`config.mk`:
```
export PLATFORM = sky130hd
export DESIGN_NAME = edge_event_capture_flat
export DESIGN_NICKNAME = d
export VERILOG_FILES = /design/src/rtl/edge_event_pkg.sv /design/src/rtl/edge_event_capture_if.sv /design/src/rtl/edge_debounce_ch.sv /design/src/rtl/edge_event_capture.sv /design/src/flat_wrapper.sv
export SDC_FILE = /design/constraint.sdc
export NUM_CORES = 1
export LEC_CHECK = 0
export ABC_AREA = 0
export CELL_PAD_IN_SITES_DETAIL_PLACEMENT = 1
export CELL_PAD_IN_SITES_GLOBAL_PLACEMENT = 2
export CORE_MARGIN = 3
export CORE_UTILIZATION = 30
export CTS_CLUSTER_SIZE = 10
export DETAILED_ROUTE_END_ITERATION = 10
export GPL_ROUTABILITY_DRIVEN = 0
export GPL_TIMING_DRIVEN = 0
export PLACE_DENSITY_LB_ADDON = 0.25
export SYNTH_ARGS = -nofsm -noshare
export SYNTH_HDL_FRONTEND = slang
export SYNTH_SLANG_ARGS = --single-unit
```
`constraint.sdc`:
```
create_clock -name sys_clk -period 1.3 [get_ports sys_clk]
set_input_delay 0.325 -clock sys_clk [delete_from_list [all_inputs] [get_ports sys_clk]]
set_output_delay 0.325 -clock sys_clk [all_outputs]
set_load 0.1 [all_outputs]
```
`src/rtl/edge_event_pkg.sv`:
```
// Shared mode encodings, parameter limits and event decode for edge_event_capture.
package edge_event_pkg;

    typedef enum logic [1:0] {
        ModeOff  = 2'b00,
        ModeRise = 2'b01,
        ModeFall = 2'b10,
        ModeBoth = 2'b11
    } mode_e;

    localparam int unsigned N_CH_MIN        = 1;
    localparam int unsigned N_CH_MAX        = 32;
    localparam int unsigned SYNC_STAGES_MIN = 2;
    localparam int unsigned SYNC_STAGES_MAX = 4;

    function automatic logic is_event(input logic [1:0] mode, input logic rise,
                                      input logic fall);
        logic w_ev;
        w_ev = 1'b0;
        case (mode_e'(mode))
            ModeRise: w_ev = rise;
            ModeFall: w_ev = fall;
            ModeBoth: w_ev = rise | fall;
            default:  w_ev = 1'b0;
        endcase
        return w_ev;
    endfunction

endpackage

```
`src/rtl/edge_event_capture_if.sv`:
```
// Channel bus between a controller (master) and edge_event_capture (slave).
interface edge_event_capture_if #(
    parameter int unsigned N_CH  = 8,
    parameter int unsigned DEB_W = 4
);
    logic [N_CH-1:0]   s;
    logic [2*N_CH-1:0] mode;
    logic [DEB_W-1:0]  deb_len;
    logic [N_CH-1:0]   clr;
    logic [N_CH-1:0]   irq_en;
    logic [N_CH-1:0]   level;
    logic [N_CH-1:0]   r;
    logic [N_CH-1:0]   f;
    logic [N_CH-1:0]   pending;
    logic              irq;

    modport master (
        output s, mode, deb_len, clr, irq_en,
        input  level, r, f, pending, irq
    );

    modport slave (
        input  s, mode, deb_len, clr, irq_en,
        output level, r, f, pending, irq
    );
endinterface

```
`src/rtl/edge_debounce_ch.sv`:
```
// One channel: synchroniser, debounce counter and registered edge pulses.
module edge_debounce_ch #(
    parameter int unsigned SYNC_STAGES = 2,
    parameter int unsigned DEB_W       = 4
) (
    input  logic             sys_clk,
    input  logic             sys_rst_n,
    input  logic             i_s,
    input  logic [DEB_W-1:0] i_deb_len,
    output logic             o_level,
    output logic             o_rise,
    output logic             o_fall
);
    logic [SYNC_STAGES-1:0] r_sync;
    logic                   r_level;
    logic [DEB_W-1:0]       r_cnt;
    logic                   r_rise;
    logic                   r_fall;
    logic                   w_sy;
    logic                   w_level_d;
    logic [DEB_W-1:0]       w_cnt_d;

    assign w_sy = r_sync[SYNC_STAGES-1];

    always_comb begin
        w_level_d = r_level;
        w_cnt_d   = r_cnt;
        if (w_sy == r_level) begin
            w_cnt_d = '0;
        end else if (r_cnt >= i_deb_len) begin
            w_level_d = w_sy;
            w_cnt_d   = '0;
        end else if (r_cnt != {DEB_W{1'b1}}) begin
            // Saturate rather than wrap so a huge D never re-arms early.
            w_cnt_d = r_cnt + 1'b1;
        end
    end

    always_ff @(posedge sys_clk or negedge sys_rst_n) begin
        if (!sys_rst_n) begin
            r_sync  <= '0;
            r_level <= 1'b0;
            r_cnt   <= '0;
            r_rise  <= 1'b0;
            r_fall  <= 1'b0;
        end else begin
            r_sync  <= {r_sync[SYNC_STAGES-2:0], i_s};
            r_level <= w_level_d;
            r_cnt   <= w_cnt_d;
            r_rise  <= w_level_d & ~r_level;
            r_fall  <= ~w_level_d & r_level;
        end
    end

    assign o_level = r_level;
    assign o_rise  = r_rise;
    assign o_fall  = r_fall;
endmodule

```
`src/rtl/edge_event_capture.sv`:
```
// Multi-channel debounced edge detector with sticky pending bits and a shared irq.
module edge_event_capture
    import edge_event_pkg::*;
#(
    parameter int unsigned N_CH        = 8,
    parameter int unsigned SYNC_STAGES = 2,
    parameter int unsigned DEB_W       = 4
) (
    input logic                 sys_clk,
    input logic                 sys_rst_n,
    edge_event_capture_if.slave bus
);
    logic [N_CH-1:0] w_level;
    logic [N_CH-1:0] w_rise;
    logic [N_CH-1:0] w_fall;
    logic [N_CH-1:0] w_event;
    logic [N_CH-1:0] w_pending_d;
    logic [N_CH-1:0] r_pending;
    logic            r_irq;

    for (genvar g = 0; g < N_CH; g++) begin : g_ch
        edge_debounce_ch #(
            .SYNC_STAGES (SYNC_STAGES),
            .DEB_W       (DEB_W)
        ) u_ch (
            .sys_clk   (sys_clk),
            .sys_rst_n (sys_rst_n),
            .i_s       (bus.s[g]),
            .i_deb_len (bus.deb_len),
            .o_level   (w_level[g]),
            .o_rise    (w_rise[g]),
            .o_fall    (w_fall[g])
        );
    end

    always_comb begin
        w_event = '0;
        for (int i = 0; i < N_CH; i++) begin
            w_event[i] = is_event(bus.mode[2*i +: 2], w_rise[i], w_fall[i]);
        end
        // A new event beats a simultaneous clear so it is never lost.
        w_pending_d = (r_pending & ~bus.clr) | w_event;
    end

    always_ff @(posedge sys_clk or negedge sys_rst_n) begin
        if (!sys_rst_n) begin
            r_pending <= '0;
            r_irq     <= 1'b0;
        end else begin
            r_pending <= w_pending_d;
            r_irq     <= |(r_pending & bus.irq_en);
        end
    end

    assign bus.level   = w_level;
    assign bus.r       = w_rise;
    assign bus.f       = w_fall;
    assign bus.pending = r_pending;
    assign bus.irq     = r_irq;
endmodule

```
`src/flat_wrapper.sv`:
```
// flat-port wrapper written by rule: the top's interface ports become plain ports
module edge_event_capture_flat import edge_event_pkg::*;
#(
    parameter int unsigned N_CH        = 8,
    parameter int unsigned SYNC_STAGES = 2,
    parameter int unsigned DEB_W       = 4
)
  (sys_clk, sys_rst_n, bus_s, bus_mode, bus_deb_len, bus_clr, bus_irq_en, bus_level, bus_r, bus_f, bus_pending, bus_irq);
  edge_event_capture_if #(.N_CH(N_CH), .DEB_W(DEB_W)) bus_i ();
  input logic sys_clk;
  input logic sys_rst_n;
  input wire logic [$bits(bus_i.s)-1:0] bus_s;
  input wire logic [$bits(bus_i.mode)-1:0] bus_mode;
  input wire logic [$bits(bus_i.deb_len)-1:0] bus_deb_len;
  input wire logic [$bits(bus_i.clr)-1:0] bus_clr;
  input wire logic [$bits(bus_i.irq_en)-1:0] bus_irq_en;
  output wire logic [$bits(bus_i.level)-1:0] bus_level;
  output wire logic [$bits(bus_i.r)-1:0] bus_r;
  output wire logic [$bits(bus_i.f)-1:0] bus_f;
  output wire logic [$bits(bus_i.pending)-1:0] bus_pending;
  output wire logic [$bits(bus_i.irq)-1:0] bus_irq;
  assign bus_i.s = bus_s;
  assign bus_i.mode = bus_mode;
  assign bus_i.deb_len = bus_deb_len;
  assign bus_i.clr = bus_clr;
  assign bus_i.irq_en = bus_irq_en;
  assign bus_level = bus_i.level;
  assign bus_r = bus_i.r;
  assign bus_f = bus_i.f;
  assign bus_pending = bus_i.pending;
  assign bus_irq = bus_i.irq;
  edge_event_capture #(.N_CH(N_CH), .SYNC_STAGES(SYNC_STAGES), .DEB_W(DEB_W)) u_core (.sys_clk(sys_clk), .sys_rst_n(sys_rst_n), .bus(bus_i));
endmodule
```
======== Yosys cells after proc, flatten, opt, wreduce, memory -nomap -nowiden ========
Cells that the tools add are included.
operators by class
  add/sub/neg operators ................... 8
  magnitude comparators ................... 8
  eq/ne operators ......................... 40
  muxes and demuxes ....................... 48
  bitwise operators ....................... 44
  reductions and logical operators ........ 9
operators by type and width
  operator               number
  $mux W4                24
  $add A4 B1 Y4 const B  8
  $eq A2 B2 Y1 const B   16
  $ge A4 B4 Y1           8
  $ne A4 B4 Y1 const B   8
  $pmux W1 S3            8
  $reduce_bool A3 Y1     8
  $and A1 B1 Y1          16
  $and A8 B8 Y8          2
  $eq A2 B1 Y1 const B   8
  $mux W1                16
  $not A1 Y1             16
  $eq A1 B1 Y1           8
  $not A8 Y8             1
  $or A1 B1 Y1           8
  $or A8 B8 Y8           1
  $reduce_or A8 Y1       1
word-level totals
  register bits ........................... 81
  input port bits ......................... 46
  word-level logic and storage cells ...... 199

======== Logic depth before layout (Yosys ltp) ========
  word-level depth ........................ 5
  mapped depth ............................ 5
  mapped depth without buffers ............ 5

======== Hierarchy ========
From an unflattened synthesis, not the netlist that was laid out.
second synthesis, totals
  cell total of the unflattened synthesis .. 358
  area total of the unflattened synthesis .. 4015.1 um^2
modules (own cells, without submodules)
  module                                       instances  cells each  area an instance (um^2)  sequential area each (um^2)
  edge_debounce_ch at u_core.g_ch[0].u_ch ...  7          40          449.2                    225.2
  edge_debounce_ch at u_core.g_ch[7].u_ch      1          40          479.2                    225.2
  edge_event_capture                           1          38          391.6                    225.2

======== Worst setup path before layout ========
Ideal clock, no wire load.
  path type ............................... input-to-reg
  start point ............................. input bus_deb_len[3]
  end point ............................... register u_core.g_ch[4].u_ch.r_level
  arrival time ............................ 1.342 ns
  path slack .............................. -0.167 ns
  cell stages on the path ................. 5
  path buffers ............................ 0
  cell sequence ........................... inv_1 ha_1 o211ai_1 o21ai_1 mux2_2
between the ends
  longest elaborated chain between the ends .. 3
ends and longest elaborated chain
  what                                     line                    text
  from (decl)                              flat_wrapper.sv:14      input wire logic [$bits(bus_i.deb_len)-1:0] bus_deb_len;
  $ge A4 B4 Y1                             edge_debounce_ch.sv:30  end else if (r_cnt >= i_deb_len) begin
  $mux W1                                  edge_debounce_ch.sv:30
  $mux W1                                  edge_debounce_ch.sv:28  if (w_sy == r_level) begin
  named net u_core.g_ch[4].u_ch.w_level_d  edge_debounce_ch.sv:20  logic w_level_d;
  to (signal assigned)                     edge_debounce_ch.sv:48  r_level <= w_level_d;
  to (decl)                                edge_debounce_ch.sv:15  logic r_level;
The timed path passes the listed nets, and every way through them passes these cells.
A chain may end at the register's enable or synchronous reset.

======== Final worst setup path ========
  start point ............................. register u_core.g_ch[2].u_ch.r_cnt[1]
  end point ............................... register u_core.g_ch[2].u_ch.r_cnt[3]
between the ends
  longest elaborated chain between the ends .. 4
ends and longest elaborated chain
  what                    line                    text
  from (decl)             edge_debounce_ch.sv:16  logic [DEB_W-1:0] r_cnt;
  from (signal assigned)  edge_debounce_ch.sv:49  r_cnt <= w_cnt_d;
  $add A4 B1 Y4           edge_debounce_ch.sv:35  w_cnt_d = r_cnt + 1'b1;
  $mux W4                 edge_debounce_ch.sv:33  end else if (r_cnt != {DEB_W{1'b1}}) begin
  $mux W4                 edge_debounce_ch.sv:30
  $mux W4                 edge_debounce_ch.sv:28
Parallel ways exist; a longest one is shown, timed or not. The select of a mux whose other input is x is not followed.

==> impl_results.md <==
* Area Growth Syn to Fin at 67.8%
* Total CTS buffers at 9
* FMAX at approximately 0.65 GHz
* Period utilisation layout at 119%
* Xor/xnor cell area share of the yosys netlist at between 3 and 4%
* Setup TNS at -5.62 ns
* Combinational group share of total power at roughly 54%
* Row count at 42
* Chip width at between 100 and 150 um
* Reg2Reg Capture Point: u_core.g_ch[2].u_ch.r_cnt[3]
* Switching share of total power at about 41%
* Post-DP HPWL at 6.50 mm
* Syn Inst Count at between 300 and 400
* CTS tree: yes
* Cell family with most CP delay: flip-flops
* Initial Utilization at between 30% and 40%
* Synth cell types at 22
* All-Layer GR Usage at 14.9%
* Crit path max fanout at 4
* Die height at roughly 120 um
* Via count at 3,270
* Average size of a mapped cell at about 11 um^2
* Hold Crit Class: flip-flop to flip-flop
* M2 GR Usage at between 20% and 30%
* Post-synthesis net count at around 450
* Hold Path Cell Cnt at 0
* Slew Limit Fails at 0
* Most frequent cells in the layout: 76 x buf_4, 73 x dfrtp_1, 40 x clkdlybuf4s50_1
* Largest family of logic cells by synthesized area: simple AND/OR/NAND/NOR gates
* Clock slew seen by the registers of the worst setup and hold paths at around 0.06 ns
* Violations in the final reports: negative setup slack
* Worst EP required at about 1.6 ns
* Number of diodes at 0
* Yosys warns at 0
* Vias/cell at between 4 and 5
* Max Cap Violations at 0
* Seq/Total Area, Yosys at 49.6%
* Endpoints failing hold at 0
* #FFs+latches synth at 81
* Final Skew at 0.00572 ns
* First-pass GRT wire length at approximately 17 mm
* Reg-to-reg startpoint: u_core.g_ch[2].u_ch.r_cnt[1]
* Clk network pwr share at a little under a fifth
* CP bufs+invs at 2
* Min Tclk post-route at about 1.5 ns
* Most common cell after layout, fill and taps aside: buf_4
* Status: complete, but fails checks
* Pwr Total at roughly 13 mW
* WL/cell at around 16 um
* Mux contribution to synthesized area at 4.16%
* Max VDD drop at 0.903 mV
* Crit path DAT at around 1.8 ns
* Worst Setup End Kind: flip-flop
* Clock Latency Late Sink at 0.34 ns
* # DRC at 0
* Starting DRT DRC Count at between 90 and 100
* Clk buf depth at 2
* Synth Area in Simple Gates at between 15 and 20%
* Routed wire length at between 10 and 15 mm
* Worst-path cell chain: ha_4 -> o211ai_1 -> buf_4 -> o211ai_1 -> buf_4 -> nor3_2
* Pwr dens at 1860 nW/um^2
* Internal power at around 7.5 mW
* R2R cell count at 6
* Final ANT Viol Nets at 0
* Die area at 15,100 um^2
* Hold EP: u_core.g_ch[1].u_ch.r_sync[1]
* Worst setup path category: flip-flop to flip-flop
* Grt peak-use layer: met2
* Leak pwr at around 3.0 nW
* Cell area after synthesis at ~4100 um^2
* Gr ovfl total at 0
* Met3 Resource Use GR at between 3 and 4%
* Startpoint types: flip-flop
* Critical Path Start: u_core.g_ch[2].u_ch.r_cnt[1]
* Port-buffer cells at about 80
* Detailed Routing Iterations Pass 1 at 4
* R2r setup slk at -0.25 ns
* Fin nets at a little under 600
* Fraction of layout cells with a size suffix above 1 at about 47%
* Worst slew margin at roughly 72%
* CTS Root Cell: clkbuf_16
* Sw Pwr at 5.23 mW
* GR Layer Usage met1 at 18.0%
* Place WS at -0.966 ns
* CP max stage cell: dfrtp_1
* Setup slack after layout at -0.247 ns
* Number of global-route vias before repair at 3,503
* Sink Count at 81
* Initial antenna violation count at 0
* Least-Margin Pin Slew at between 0.4 and 0.5 ns
* Largest net degree at the start of global routing at 58
* Htree depth at 3
* # fillers at 1,351
* # setup viols final at 56
* Hold wc startpoint: u_core.g_ch[1].u_ch.r_sync[0]
* I/O pin cnt at 79
* Compound-cell area share of the yosys netlist at a little under a tenth
* RSZ-0062 raised after global routing: yes
* Flop pwr share at between 20% and 30%
* Crit path largest cell delay at approximately 0.42 ns
* Core box area at 13,300 um^2
* Post-Synth Adder-Cell Area at 12.2%
==> flip-flops by register name (all words and copies together) (netlist names) <==
signal                    count
u_core.g_ch.u_ch.r_sync      16
u_core.g_ch.u_ch.o_rise       8
u_core.g_ch.u_ch.r_cnt       32
u_core.g_ch.u_ch.o_fall       8
u_core.bus.irq                1
u_core.bus.pending            8
u_core.g_ch.u_ch.o_level      8
==> area by class of cell <==
class | count | area, um^2 | share of cell area [%]
clock inverter | 1 | 5.00 | 0.0730
buffer | 1 | 11.3 | 0.164
timing repair buffer | 158 | 1720 | 25.1
inverter | 19 | 82.6 | 1.20
tap | 176 | 220 | 3.21
multi-input combinational | 237 | 2520 | 36.8
clock buffer | 12 | 256 | 3.74
sequential | 81 | 2040 | 29.7
==> logic make-up after synthesis <==
group / Yosys count
flops: 81
mux: 16
xor+xnor: 16
buf+inv: 43
compound gates: 60
simple gates: 105
fa+ha+maj: 40
==> stage by stage <==
step           instances  hold slack, ns  util, %  area (um^2)
2_1_floorplan        361          0.0294        -         4090
3_3_place_gp         615           0.332     38.3         5090
3_5_place_dp         616           0.264     38.5         5120
4_1_cts              672           0.350     48.9         6500
5_1_grt              685           0.362     51.6         6860
6_report             685           0.352     51.6         6860
==> synthesized netlist by cell type, drive strengths merged <==
cell / number / area share (%)
a31oi: 8 / 1.2
mux2i: 8 / 2.0
xor2: 8 / 1.7
nor3: 16 / 2.0
mux2: 8 / 2.2
nor2: 32 / 2.9
dfrtp: 81 / 50
nand4: 1 / 0.15
inv: 19 / 1.7
ha: 40 / 12
and3b: 16 / 3.4
o21ai: 16 / 2.0
buf: 24 / 4.4
a21oi: 8 / 0.98
xnor2: 8 / 1.7
nand2: 8 / 0.73
nand3: 16 / 2.0
o211ai: 16 / 2.9
a22oi: 12 / 2.2
nor3b: 16 / 3.9
==> worst reg2reg max path, cell delays in order (launching register included) <==
cell      delay, ns
dfrtp_1        0.42
ha_4           0.23
o211ai_1       0.28
buf_4          0.17
o211ai_1       0.09
buf_4          0.18
nor3_2         0.11
==> worst max-delay path by stage <==
stage / end / slack, ns / cells past startpoint
2_1_floorplan: u_core.g_ch[4].u_ch.o_level / -0.17 / 5
3_3_place_gp: u_core.bus.pending[1] / -3.41 / 1
3_5_place_dp: u_core.g_ch[0].u_ch.o_level / -0.97 / 5
4_1_cts: u_core.g_ch[3].u_ch.o_level / -0.17 / 4
5_1_grt: u_core.g_ch[2].u_ch.r_cnt[2] / -0.32 / 6
6_report: u_core.g_ch[2].u_ch.r_cnt[3] / -0.25 / 6
==> power by group through the flow <==
stage | combinational (mW) | sequential, mW | clock (mW)
after detailed placement | 4.44 | 3.67 | 0
after global placement | 4.34 | 3.64 | 0
after global routing | 7.43 | 3.59 | 2.51
after floorplan | 3.03 | 3.92 | 0
after CTS | 6.26 | 3.51 | 2.40
final | 6.92 | 3.51 | 2.31
==> repair_timing <==
item | 4_1_cts | 5_1_grt
setup endpoints to repair | 89 | 66
hold buffers | 1 | 0
gates resized for setup | 380 | 50
buffers inserted | 64 | 14
pin swaps | 57 | 33
hold endpoints to repair | 24 | 0
==> metal layers <==
layer  vias up  share of wire (%)
met2        71                 52
met1      1617                 42
li1       1566                  -
met3        16                4.9
met4         0                1.8
met5         -                  0
Note: power is estimated with default switching activity, not from simulation.
